===== src/rtl/mmu_sfr_write_arbiter.sv =====
// Round-robin arbiter for MMU-side SFR write requesters onto the single CPU SFR write port.
// An HFXB write locks the port to its requester until the matching HFXT or an idle timeout.
module mmu_sfr_write_arbiter #(
    parameter int unsigned NUM_REQ      = 2,
    parameter int unsigned LOCK_TIMEOUT = 16
) (
    input  logic                    clock,
    input  logic                    reset,
    input  logic [NUM_REQ-1:0]      req_valid_i,
    output logic [NUM_REQ-1:0]      req_ready_o,
    input  logic [2*NUM_REQ-1:0]    req_cmd_i,
    input  logic [8*NUM_REQ-1:0]    req_idx_i,
    input  logic [32*NUM_REQ-1:0]   req_val_i,
    output logic                    cpu_wr_reg_en_i_m,
    output logic [1:0]              cpu_wr_reg_cmd_i_m,
    output logic [7:0]              cpu_wr_reg_idx_i_m,
    output logic [31:0]             cpu_wr_reg_val_i_m,
    output logic                    lock_active_o,
    output logic [1:0]              lock_owner_o,
    output logic                    lock_err_o,
    output logic                    lock_timeout_o,
    output logic [15:0]             wr_count_o
);

    localparam int unsigned TMO_W = (LOCK_TIMEOUT > 2) ? $clog2(LOCK_TIMEOUT) : 1;

    localparam logic [1:0] CMD_HFXB = 2'b01;
    localparam logic [1:0] CMD_HFXT = 2'b10;

    typedef enum logic {
        S_IDLE   = 1'b0,
        S_LOCKED = 1'b1
    } state_t;

    state_t             state;
    logic [1:0]         rr_ptr;
    logic [1:0]         owner;
    logic [7:0]         lock_idx;
    logic [TMO_W-1:0]   tmo_cnt;

    logic [NUM_REQ-1:0] grant;
    logic [1:0]         gnt_id;
    logic               found;
    logic               accept;
    logic [1:0]         sel_cmd;
    logic [7:0]         sel_idx;
    logic [31:0]        sel_val;

    // Grant selection: owner only while locked, otherwise first valid at or after rr_ptr.
    always_comb begin
        grant  = '0;
        gnt_id = '0;
        found  = 1'b0;
        if (state == S_LOCKED) begin
            gnt_id = owner;
            for (int k = 0; k < NUM_REQ; k++) begin
                if ((2'(k) == owner) && req_valid_i[k]) begin
                    grant[k] = 1'b1;
                end
            end
        end else begin
            for (int k = 0; k < NUM_REQ; k++) begin
                if (!found && req_valid_i[k] && (k >= int'(rr_ptr))) begin
                    grant[k] = 1'b1;
                    gnt_id   = 2'(k);
                    found    = 1'b1;
                end
            end
            for (int k = 0; k < NUM_REQ; k++) begin
                if (!found && req_valid_i[k]) begin
                    grant[k] = 1'b1;
                    gnt_id   = 2'(k);
                    found    = 1'b1;
                end
            end
        end
    end

    assign accept      = |grant;
    assign req_ready_o = grant;

    // Payload mux driven by the one-hot grant.
    always_comb begin
        sel_cmd = '0;
        sel_idx = '0;
        sel_val = '0;
        for (int k = 0; k < NUM_REQ; k++) begin
            if (grant[k]) begin
                sel_cmd = req_cmd_i[2*k +: 2];
                sel_idx = req_idx_i[8*k +: 8];
                sel_val = req_val_i[32*k +: 32];
            end
        end
    end

    assign lock_active_o = (state == S_LOCKED);
    assign lock_owner_o  = owner;

    always_ff @(posedge clock or posedge reset) begin
        if (reset) begin
            state              <= S_IDLE;
            rr_ptr             <= '0;
            owner              <= '0;
            lock_idx           <= '0;
            tmo_cnt            <= '0;
            cpu_wr_reg_en_i_m  <= 1'b0;
            cpu_wr_reg_cmd_i_m <= '0;
            cpu_wr_reg_idx_i_m <= '0;
            cpu_wr_reg_val_i_m <= '0;
            lock_err_o         <= 1'b0;
            lock_timeout_o     <= 1'b0;
            wr_count_o         <= '0;
        end else begin
            cpu_wr_reg_en_i_m <= accept;
            lock_err_o        <= 1'b0;
            lock_timeout_o    <= 1'b0;

            if (accept) begin
                cpu_wr_reg_cmd_i_m <= sel_cmd;
                cpu_wr_reg_idx_i_m <= sel_idx;
                cpu_wr_reg_val_i_m <= sel_val;
                wr_count_o         <= wr_count_o + 16'd1;
                rr_ptr             <= (gnt_id == 2'(NUM_REQ - 1)) ? 2'd0 : gnt_id + 2'd1;
            end

            case (state)
                S_IDLE: begin
                    if (accept && (sel_cmd == CMD_HFXB)) begin
                        state    <= S_LOCKED;
                        owner    <= gnt_id;
                        lock_idx <= sel_idx;
                        tmo_cnt  <= '0;
                    end
                end
                S_LOCKED: begin
                    if (accept) begin
                        // Any owner write restarts the idle timer, even in the terminal cycle.
                        tmo_cnt <= '0;
                        if (sel_cmd == CMD_HFXT) begin
                            if (sel_idx == lock_idx) begin
                                state <= S_IDLE;
                                owner <= '0;
                            end else begin
                                lock_err_o <= 1'b1;
                            end
                        end else if (sel_cmd == CMD_HFXB) begin
                            lock_idx <= sel_idx;
                        end
                    end else if (tmo_cnt == TMO_W'(LOCK_TIMEOUT - 1)) begin
                        state          <= S_IDLE;
                        owner          <= '0;
                        tmo_cnt        <= '0;
                        lock_timeout_o <= 1'b1;
                    end else begin
                        tmo_cnt <= tmo_cnt + TMO_W'(1);
                    end
                end
                default: state <= S_IDLE;
            endcase
        end
    end

endmodule


===== config.mk =====
export PLATFORM = sky130hd
export DESIGN_NAME = mmu_sfr_write_arbiter
export DESIGN_NICKNAME = d
export VERILOG_FILES = /design/src/rtl/mmu_sfr_write_arbiter.sv
export SDC_FILE = /design/constraint.sdc
export NUM_CORES = 1
export LEC_CHECK = 0
export ABC_AREA = 1
export CELL_PAD_IN_SITES_DETAIL_PLACEMENT = 0
export CELL_PAD_IN_SITES_GLOBAL_PLACEMENT = 1
export CORE_MARGIN = 2
export CORE_UTILIZATION = 33
export CTS_CLUSTER_DIAMETER = 100
export DETAILED_ROUTE_END_ITERATION = 12
export MAX_ROUTING_LAYER = met4
export PLACE_DENSITY = 0.87
export SYNTH_ARGS = -nofsm -noshare
export SYNTH_HDL_FRONTEND = slang
export SYNTH_SLANG_ARGS = --single-unit

===== constraint.sdc =====
create_clock -name clock -period 5.04 [get_ports clock]
set_clock_uncertainty 0.15 [all_clocks]
set_input_delay 1.008 -clock clock [delete_from_list [all_inputs] [get_ports clock]]
set_output_delay 1.008 -clock clock [all_outputs]
set_load 0.02 [all_outputs]

==> metrics.txt <==
CP Class=in2out; Rows=38; hold crit path type=reg2reg; final clock period utilization by the worst path=0.762; critical path launch point type=input pin; hold_sp=wr_count_o[15]; worst vdd rail ir drop=0.278 mV; R2R Path Start=lock_active_o; hold path cells=1; Final Hold Viols=0; die width=110 um; aggregate global routing overflow=0; Crit Reg-Reg Endpoint=lock_owner_o[1]; Max Root-Sink Buffers=2; post-route ant nets=0; Yosys cell types=30; Total Routing Usage GR=0.183; Max Fclk=260 MHz; Final Wtd Congestion=0.792; post-DR wirelength/cell=13.5 um; register-to-register setup slack=2410 ps; Core Area=10900 um^2; syn nets=545; Tmin final=3840 ps; drc violations=0; Initial Util=0.340; Mean Syn Cell Area=8.13 um^2; CTS tree=yes; die footprint=12100 um^2; P_int=1830 uW; CP endpoint kind=primary output; sequential share of power=0.333; Root Buffer=clkbuf_8; DR vias=3414; NumNets Final=699; largest net degree at the start of global routing=45; Setup TNS Final=0 ps; fill count=1034; vias per inst=4.53; Post-Syn Instances=455; Pre-antenna DRT Iters=4; layout cells sized above 1=0.0653; clock-pin slew on the worst setup and hold paths=70 ps; total CTS buffers=9; H-Tree Depth=3; Worst-Skew Late Latency=340 ps; Data required, critical path=3880 ps; Clk pwr share=0.160; reg2reg path depth=9; Layout area overhead=50.3%; global-route wire length before repair=16.5 mm; power density over the cells=563 nW/um^2; critical path arrival=2680 ps; static leakage=0.00263 uW; switching share of power=0.416; P_sw=1300 uW; max-slew violation count=0; # IOs=154; Seq/Total Area, Yosys=0.528; final WL=10.2 mm; Yosys reg bits=78; commonest non-fill, non-tap cell in the layout=nand2_1; synthesized area=3700 um^2; Power, Total=3130 uW; Ant. Diodes=0; initial antenna violation count=0; vias in the first global route=3487; dpl hpwl=7.38 mm; commonest cells after routing, fill and taps aside=nand2_1, clkdlybuf4s50_1, dfrtp_1, nand3_1, inv_1; RSZ-0062 raised after global routing=no; status=finished, final reports clean; normalized max-slew margin=0.479; hold_buf cts=0; area of the multi-input gates=1500 um^2; final setup fails=0; CTS resizes=0; worst-margin pin slew=781 ps; Reg area=1950 um^2; Synth Warn #=0; number of max-cap violations=0; Sink Count=78; IO buf count=153; First DRT Iteration DRCs=167; Die Y=110 um; Logic pwr share=0.507; Hold EP=wr_count_o[15]; setup bufs post-CTS=0; crit-path max FO=3
==> routing by layer <==
metal,GRT usage,vias to the layer above,part of all wire
met5,-,-,0
met4,0.0542,0,0.013
met3,0.0569,9,0.078
met2,0.291,121,0.46
met1,0.224,1561,0.44
li1,-,1723,-
==> power groups by stage <==
| stage | Sequential [uW] | Combinational, uW | Clock (uW) |
|---|---|---|---|
| 6_report | 1040 | 1590 | 500 |
| 5_1_grt | 1080 | 1760 | 543 |
| 4_1_cts | 1040 | 1610 | 516 |
| 3_5_place_dp | 1050 | 1610 | 0 |
| 3_3_place_gp | 1040 | 1590 | 0 |
| 2_1_floorplan | 1290 | 677 | 0 |
==> through the flow <==
step	hold WS (ps)	instance area [um^2]	setup slack [ps]	cells	util
6_report	329	5560	1200	753	0.511
5_1_grt	344	5560	1140	753	0.511
4_1_cts	334	5560	1220	753	0.511
3_5_place_dp	318	5360	1220	738	0.492
3_3_place_gp	309	5360	1280	738	0.492
2_1_floorplan	321	3700	1880	455	-
==> area by class of cell <==
class                           instances  area share
Timing Repair Buffer                  157       0.281
Multi-Input combinational cell        318       0.269
Sequential cell                        78       0.351
Clock inverter                          5      0.0135
Clock buffer                           10      0.0230
Inverter                               45      0.0306
Tap cell                              140      0.0315
==> worst max-delay path by stage <==
stage,slack [ps],start,depth (start not counted),to
6_report,1200,req_valid_i[1],6,req_ready_o[1]
5_1_grt,1140,req_valid_i[1],6,req_ready_o[1]
4_1_cts,1220,req_valid_i[1],6,req_ready_o[1]
3_5_place_dp,1220,req_valid_i[1],6,req_ready_o[1]
3_3_place_gp,1280,req_valid_i[1],6,req_ready_o[1]
2_1_floorplan,1880,req_valid_i[1],6,req_ready_o[1]
==> worst max-delay path, stage by stage <==
cell and delay (ps):
clkdlybuf4s50_1 500, inv_1 60, nor2_1 230, nand2_1 190
nand2_4 100, clkdlybuf4s50_1 600
==> synth_stat cells, drive strengths merged <==
cell type,number,area (um^2)
nand2,195,759
dfrtp,78,1950
nand3,50,265
inv,45,169
nor2,22,100
o21ai,10,50.1
xor2,9,78.8
buf,8,58.8
clkbuf,6,22.5
nand4,6,37.5
xnor2,6,52.6
a21oi,5,36.3
a22o,3,27.5
nand3b,3,22.5
nor3,3,15.0
ha,2,25.0
a21o,1,7.51
and3,1,6.26
nor3b,1,7.51
o22ai,1,6.26
==> registers in the layout, summed over array words and instances (netlist names), 2 cells and up <==
name,flops
cpu_wr_reg_cmd_i_m,2
cpu_wr_reg_idx_i_m,8
tmo_cnt,4
lock_idx,8
lock_owner_o,2
wr_count_o,16
rr_ptr,2
cpu_wr_reg_val_i_m,32
==> cells by family after synthesis <==
| logic type | count (synthesis) | synth area share |
|---|---|---|
| DFF | 78 | 0.528 |
| adders and majority gates | 2 | 0.00676 |
| xor gates and xnor gates | 15 | 0.0355 |
| buffers and inverters | 59 | 0.0676 |
| and+or+nand+nor | 281 | 0.328 |
| AOI/OAI and AO/OA | 20 | 0.0345 |
No activity file was read; power rests on OpenSTA's default activity.
==> patch 1: new RTL, same settings <==
`NUM_REQ`: 2 -> 1.
--- a/src/rtl/mmu_sfr_write_arbiter.sv
+++ b/src/rtl/mmu_sfr_write_arbiter.sv
@@ -1,7 +1,7 @@
 // Round-robin arbiter for MMU-side SFR write requesters onto the single CPU SFR write port.
 // An HFXB write locks the port to its requester until the matching HFXT or an idle timeout.
 module mmu_sfr_write_arbiter #(
-    parameter int unsigned NUM_REQ      = 2,
+    parameter int unsigned NUM_REQ      = 1,
     parameter int unsigned LOCK_TIMEOUT = 16
 ) (
     input  logic                    clock,
Ports: changed (5 resized); port bits go from 154 to 110. The function was not compared with the original's and may differ.
==> patch 1 against the original RTL <==
Worst hold slack worse by 0.0088 ns. Final area decreased by 16%. Count of clock-buffer cells in the layout grew 1. Area after synthesis shrank 12%. Global-route usage decreased by 3.6 points. Sequential share of layout area rose by 5.4 points. Fmax grew 2.6%. Synthesized cell count decreased by 21%. Routed wire length fell by 26%. Setup slack improved by 0.097 ns. Sequential cell count down 2. Critical endpoint is now req_ready_o.
Power is not compared: it rests on default switching activity, and its combinational part moved more than twofold at a synthesized area within 25%.
==> patch 1: results (changes against the original RTL) <==
| Metric | Value |
|---|---|
| Status | finished, final reports clean (unchanged) |
| GRT Util Overall | 14.7% (was 18.3%) |
| Final Critical Period | 3.75 ns (was 3.84 ns) |
| Hold endpoint | cpu_wr_reg_idx_i_m[4] (was wr_count_o[15]) |
| Crit path to | req_ready_o (was req_ready_o[1]) |
| HPWL Detailed | 5220 um (was 7380 um) |
| DRT iter0 DRCs | 90 (was 167) |
| Wire per inst | 12.5 um (was 13.5 um) |
| Final nets | 514 (was 699) |
| Area contributors post-synth | dfrtp_1 58%, nand2_1 19%, xnor2_1 2.4% (was dfrtp_1 53%, nand2_1 19%, nand3_1 6.4%) |
| GPL Wtd Cong | 0.765 (was 0.792) |
| Post-DP Area | 4470 um2 (was 5360 um2) |
| Final hold slack | 0.320 ns (was 0.329 ns) |
| Crit path max fanout | 7 (was 3) |
| Place WS | 1.29 ns (was 1.22 ns) |
| CP startpoint | req_valid_i (was req_valid_i[1]) |
| I/O Buffers | 109 (was 153) |
| Vias in the first global route | 2576 (was 3487) |
| Hold Crit Depth | 2 (was 1) |
| Max-slew headroom at the worst pin | 52.2% (was 47.9%) |
| CP arrival | 2.59 ns (was 2.68 ns) |
| Synth Area in Compound Gates | 2.95% (was 3.45%) |
| Global-route wire length before repair | 12500 um (was 16500 um) |
| Layout cells sized above 1 | 6.79% (was 6.53%) |
| Pin count of the biggest net entering global routing | 49 (was 45) |
| Syn Nets | 405 (was 545) |
| Final WL | 7530 um (was 10200 um) |
| Synth cell types | 28 (was 30) |
| Seq/Total Area, Yosys | 58.2% (was 52.8%) |
| R2R Setup Slk | 2.27 ns (was 2.41 ns) |
| Vias per inst | 4.40 (was 4.53) |
| Inst Count DP | 589 (was 738) |
| Most instantiated cells after synthesis | 166 x nand2_1, 76 x dfrtp_1, 19 x inv_1 (was 188 x nand2_1, 78 x dfrtp_1, 47 x nand3_1) |
| Cells after synthesis | 358 (was 455) |
==> patch 1: routing by layer <==
metal	global-route usage, %	wire [um]
met1	19.2	3550
met2	22.2	3380
met3	3.40	430
met4	6.27	167
met5	-	0
==> patch 1: cells by family (layout without fill, tap and decap cells) <==
group,after synthesis,count (layout)
DFF,76,76
xor gates and xnor gates,16,16
adders and majority gates,2,2
and+or+nand+nor,213,213
buffers and inverters,34,147
AOI/OAI and AO/OA,17,17
==> patch 1: worst max-delay path, cell delays in order <==
cell and delay (ns):
clkdlybuf4s50_1 0.68, nand2_2 0.15, nor2_8 0.13, clkdlybuf4s50_1 0.61
==> patch 1: cell type report <==
| class | instances | area, um2 |
|---|---|---|
| well taps | 133 | 166 |
| fillers | 901 | 4990 |
| inverters | 21 | 80.1 |
| repair buffers | 111 | 1110 |
| clock inverters | 4 | 72.6 |
| clock buffers | 11 | 151 |
| multi-input cells | 248 | 1220 |
| flip-flops and latches | 76 | 1900 |
==> patch 2: new RTL, same flow settings <==
Made on the original files. Reset style: synchronous (`reset`), changed in one clocked block.
--- a/src/rtl/mmu_sfr_write_arbiter.sv
+++ b/src/rtl/mmu_sfr_write_arbiter.sv
@@ -96,7 +96,7 @@
     assign lock_active_o = (state == S_LOCKED);
     assign lock_owner_o  = owner;
 
-    always_ff @(posedge clock or posedge reset) begin
+    always_ff @(posedge clock) begin
         if (reset) begin
             state              <= S_IDLE;
             rr_ptr             <= '0;
Check against the original RTL: differs if reset is asserted again (counterexample within 4 cycles, from zero or initial values and one cycle with reset high); with reset held inactive, the same outputs for 4 cycles.
==> patch 2 against the original RTL <==
Sequential cell count did not move. Register-to-register slack gained 0.10 ns. Setup slack got worse by 0.29 ns. First-iteration DRC count decreased by 34%. Routed wire length up 2.8%. Global-route usage up 0.18 points. Via count grew 12%. Final area fell by 2.4%. Area after synthesis decreased by 1.5%. Critical path type unchanged.
Power is not compared: it rests on default switching activity, and its combinational part moved more than twofold at a synthesized area within 25%.
==> patch 2: results (changes against the original RTL) <==
| Metric | Value |
|---|---|
| Status | finished, final reports clean (unchanged) |
| DRT iter0 DRCs | 111 (was 167) |
| Final std cells w/o fill | 798 (was 753) |
| R2R Setup Slk | 2.51 ns (was 2.41 ns) |
| Place WS | 0.890 ns (was 1.22 ns) |
| Peak supply drop | 0.156 mV |
| Pin count of the biggest net entering global routing | 41 (was 45) |
| Post-CTS sizing | 0 (unchanged) |
| Clk Tree Root Cell | clkbuf_8 (unchanged) |
| Inst Count DP | 782 (was 738) |
| HP Start | rr_ptr[1] (was wr_count_o[15]) |
| Post-synth ARST share | 0% (was 100%) |
| CTS H-tree lvls | 3 (unchanged) |
| Vias in the first global route | 3721 (was 3487) |
| Ant diodes | 0 (unchanged) |
| CP arrival | 2.98 ns (was 2.68 ns) |
| GRT Util Overall | 18.5% (was 18.3%) |
| Worst r2r dst | lock_owner_o[0] (was lock_owner_o[1]) |
| Mux contribution to synthesized area | 0% (unchanged) |
| Final hold slack | 0.302 ns (was 0.329 ns) |
| Reg2reg start | lock_active_o (unchanged) |
| Syn Nets | 597 (was 545) |
| Num CTS Buffers | 9 (unchanged) |
| Synth cell types | 32 (was 30) |
| HPWL Detailed | 7710 um (was 7380 um) |
| Hold endpoint | rr_ptr[1] (was wr_count_o[15]) |
| Most instantiated cells after synthesis | 168 x nand2_1, 78 x dfxtp_1, 43 x inv_1 (was 188 x nand2_1, 78 x dfrtp_1, 47 x nand3_1) |
| Synth Area in Adders | 0.687% (was 0.676%) |
| GPL Wtd Cong | 0.843 (was 0.792) |
| Drt first pass iters | 4 (unchanged) |
| I/O Buffers | 153 (unchanged) |
| Final WL | 10400 um (was 10200 um) |
| Initial antenna violation count | 0 (unchanged) |
| Top Registers | cpu_wr_reg_val_i_m (32), wr_count_o (16) (unchanged) |
| Seq/Total Area, Yosys | 42.9% (was 52.8%) |
| Min-Delay Path Class | register to register (unchanged) |
| Synth Warn # | 0 (unchanged) |
| Post-CTS setup buffer count | 0 (unchanged) |
| Synth Area in XOR/XNOR | 0.240% (was 3.55%) |
| Crit path max fanout | 32 (was 3) |
| Later-pin clock latency in the skew report | 0.35 ns |
| Synth Area in Compound Gates | 13.5% (was 3.45%) |
| Leakage | 2.19 nW |
| Global-route wire length before repair | 16800 um (was 16500 um) |
| Max Clk Rate | 242 MHz (was 260 MHz) |
| Layout cells sized above 1 | 9.42% (was 6.53%) |
| Clk slew on worst S/H paths | 0.07 ns (about the same) |
| Max Buffers Root-to-Sink | 2 (unchanged) |
| Hold Crit Depth | 2 (was 1) |
| R2R cell count | 17 (was 9) |
| Via Count | 3820 (was 3414) |
| Slew @ Worst Pin | 0.516 ns (was 0.781 ns) |
| Area contributors post-synth | dfxtp_1 43%, nand2_1 17%, a31oi_1 5.3% (was dfrtp_1 53%, nand2_1 19%, nand3_1 6.4%) |
| Cells after synthesis | 507 (was 455) |
| Final nets | 743 (was 699) |
==> patch 2: changes by cell type after synthesis, sizes merged, moves of 22 or more <==
cell / before / now
dfrtp: 78 / 0
dfxtp: 0 / 78
a21oi: 5 / 37
a31oi: 0 / 31
nand3: 50 / 19
nor2: 22 / 44
==> patch 2: stage by stage <==
stage,utilization [%],instance area [um2]
2_1_floorplan,-,3640
3_3_place_gp,48.7,5250
3_5_place_dp,48.7,5250
4_1_cts,50.3,5430
5_1_grt,50.3,5430
6_report,50.3,5430
==> patch 2: logic make-up (layout without fill, tap and decap cells) <==
kind of cell	after synthesis	after routing
xor+xnor	1	1
simple gates	270	270
compound gates	85	85
buf+inv	71	222
fa+ha+maj	2	2
flops	78	78
==> patch 2: metal layers <==
layer / global-route usage [%] / part of all wire [%]
met5: - / 0
met2: 29.9 / 47
met3: 6.10 / 9.1
met1: 21.6 / 42
met4: 6.23 / 1.9
==> patch 2: cell type report <==
class                           count  area (um2)
Clock buffer                        9         124
Clock inverter                      7        48.8
Fill cell                        1053        5370
Inverter                           49         184
Multi-Input combinational cell    358        1780
Sequential cell                    78        1560
Tap cell                          140         175
Timing Repair Buffer              157        1560
==> patch 2: how the worst max path moves through the flow <==
stage	from	end	cells after the start
after floorplan	req_valid_i[1]	req_ready_o[1]	6
after global placement	req_valid_i[0]	req_ready_o[0]	7
after detailed placement	req_valid_i[0]	req_ready_o[0]	7
after CTS	req_valid_i[0]	req_ready_o[0]	7
after global routing	req_valid_i[1]	req_ready_o[0]	8
final	req_valid_i[0]	req_ready_o[0]	7
==> patch 2: critical path: stages <==
cell	delay, ns
clkdlybuf4s50_1	0.50
nand2_1	0.14
nor2_8	0.18
nand2_4	0.10
inv_1	0.07
buf_4	0.31
clkdlybuf4s50_1	0.67
==> patch 2: power by group <==
group	switching [mW]	total (mW)	internal (mW)
Sequential	0.0333	0.701	0.667
Combinational	0.259	0.470	0.210
Clock	0.242	0.422	0.180
Total	0.535	1.59	1.06
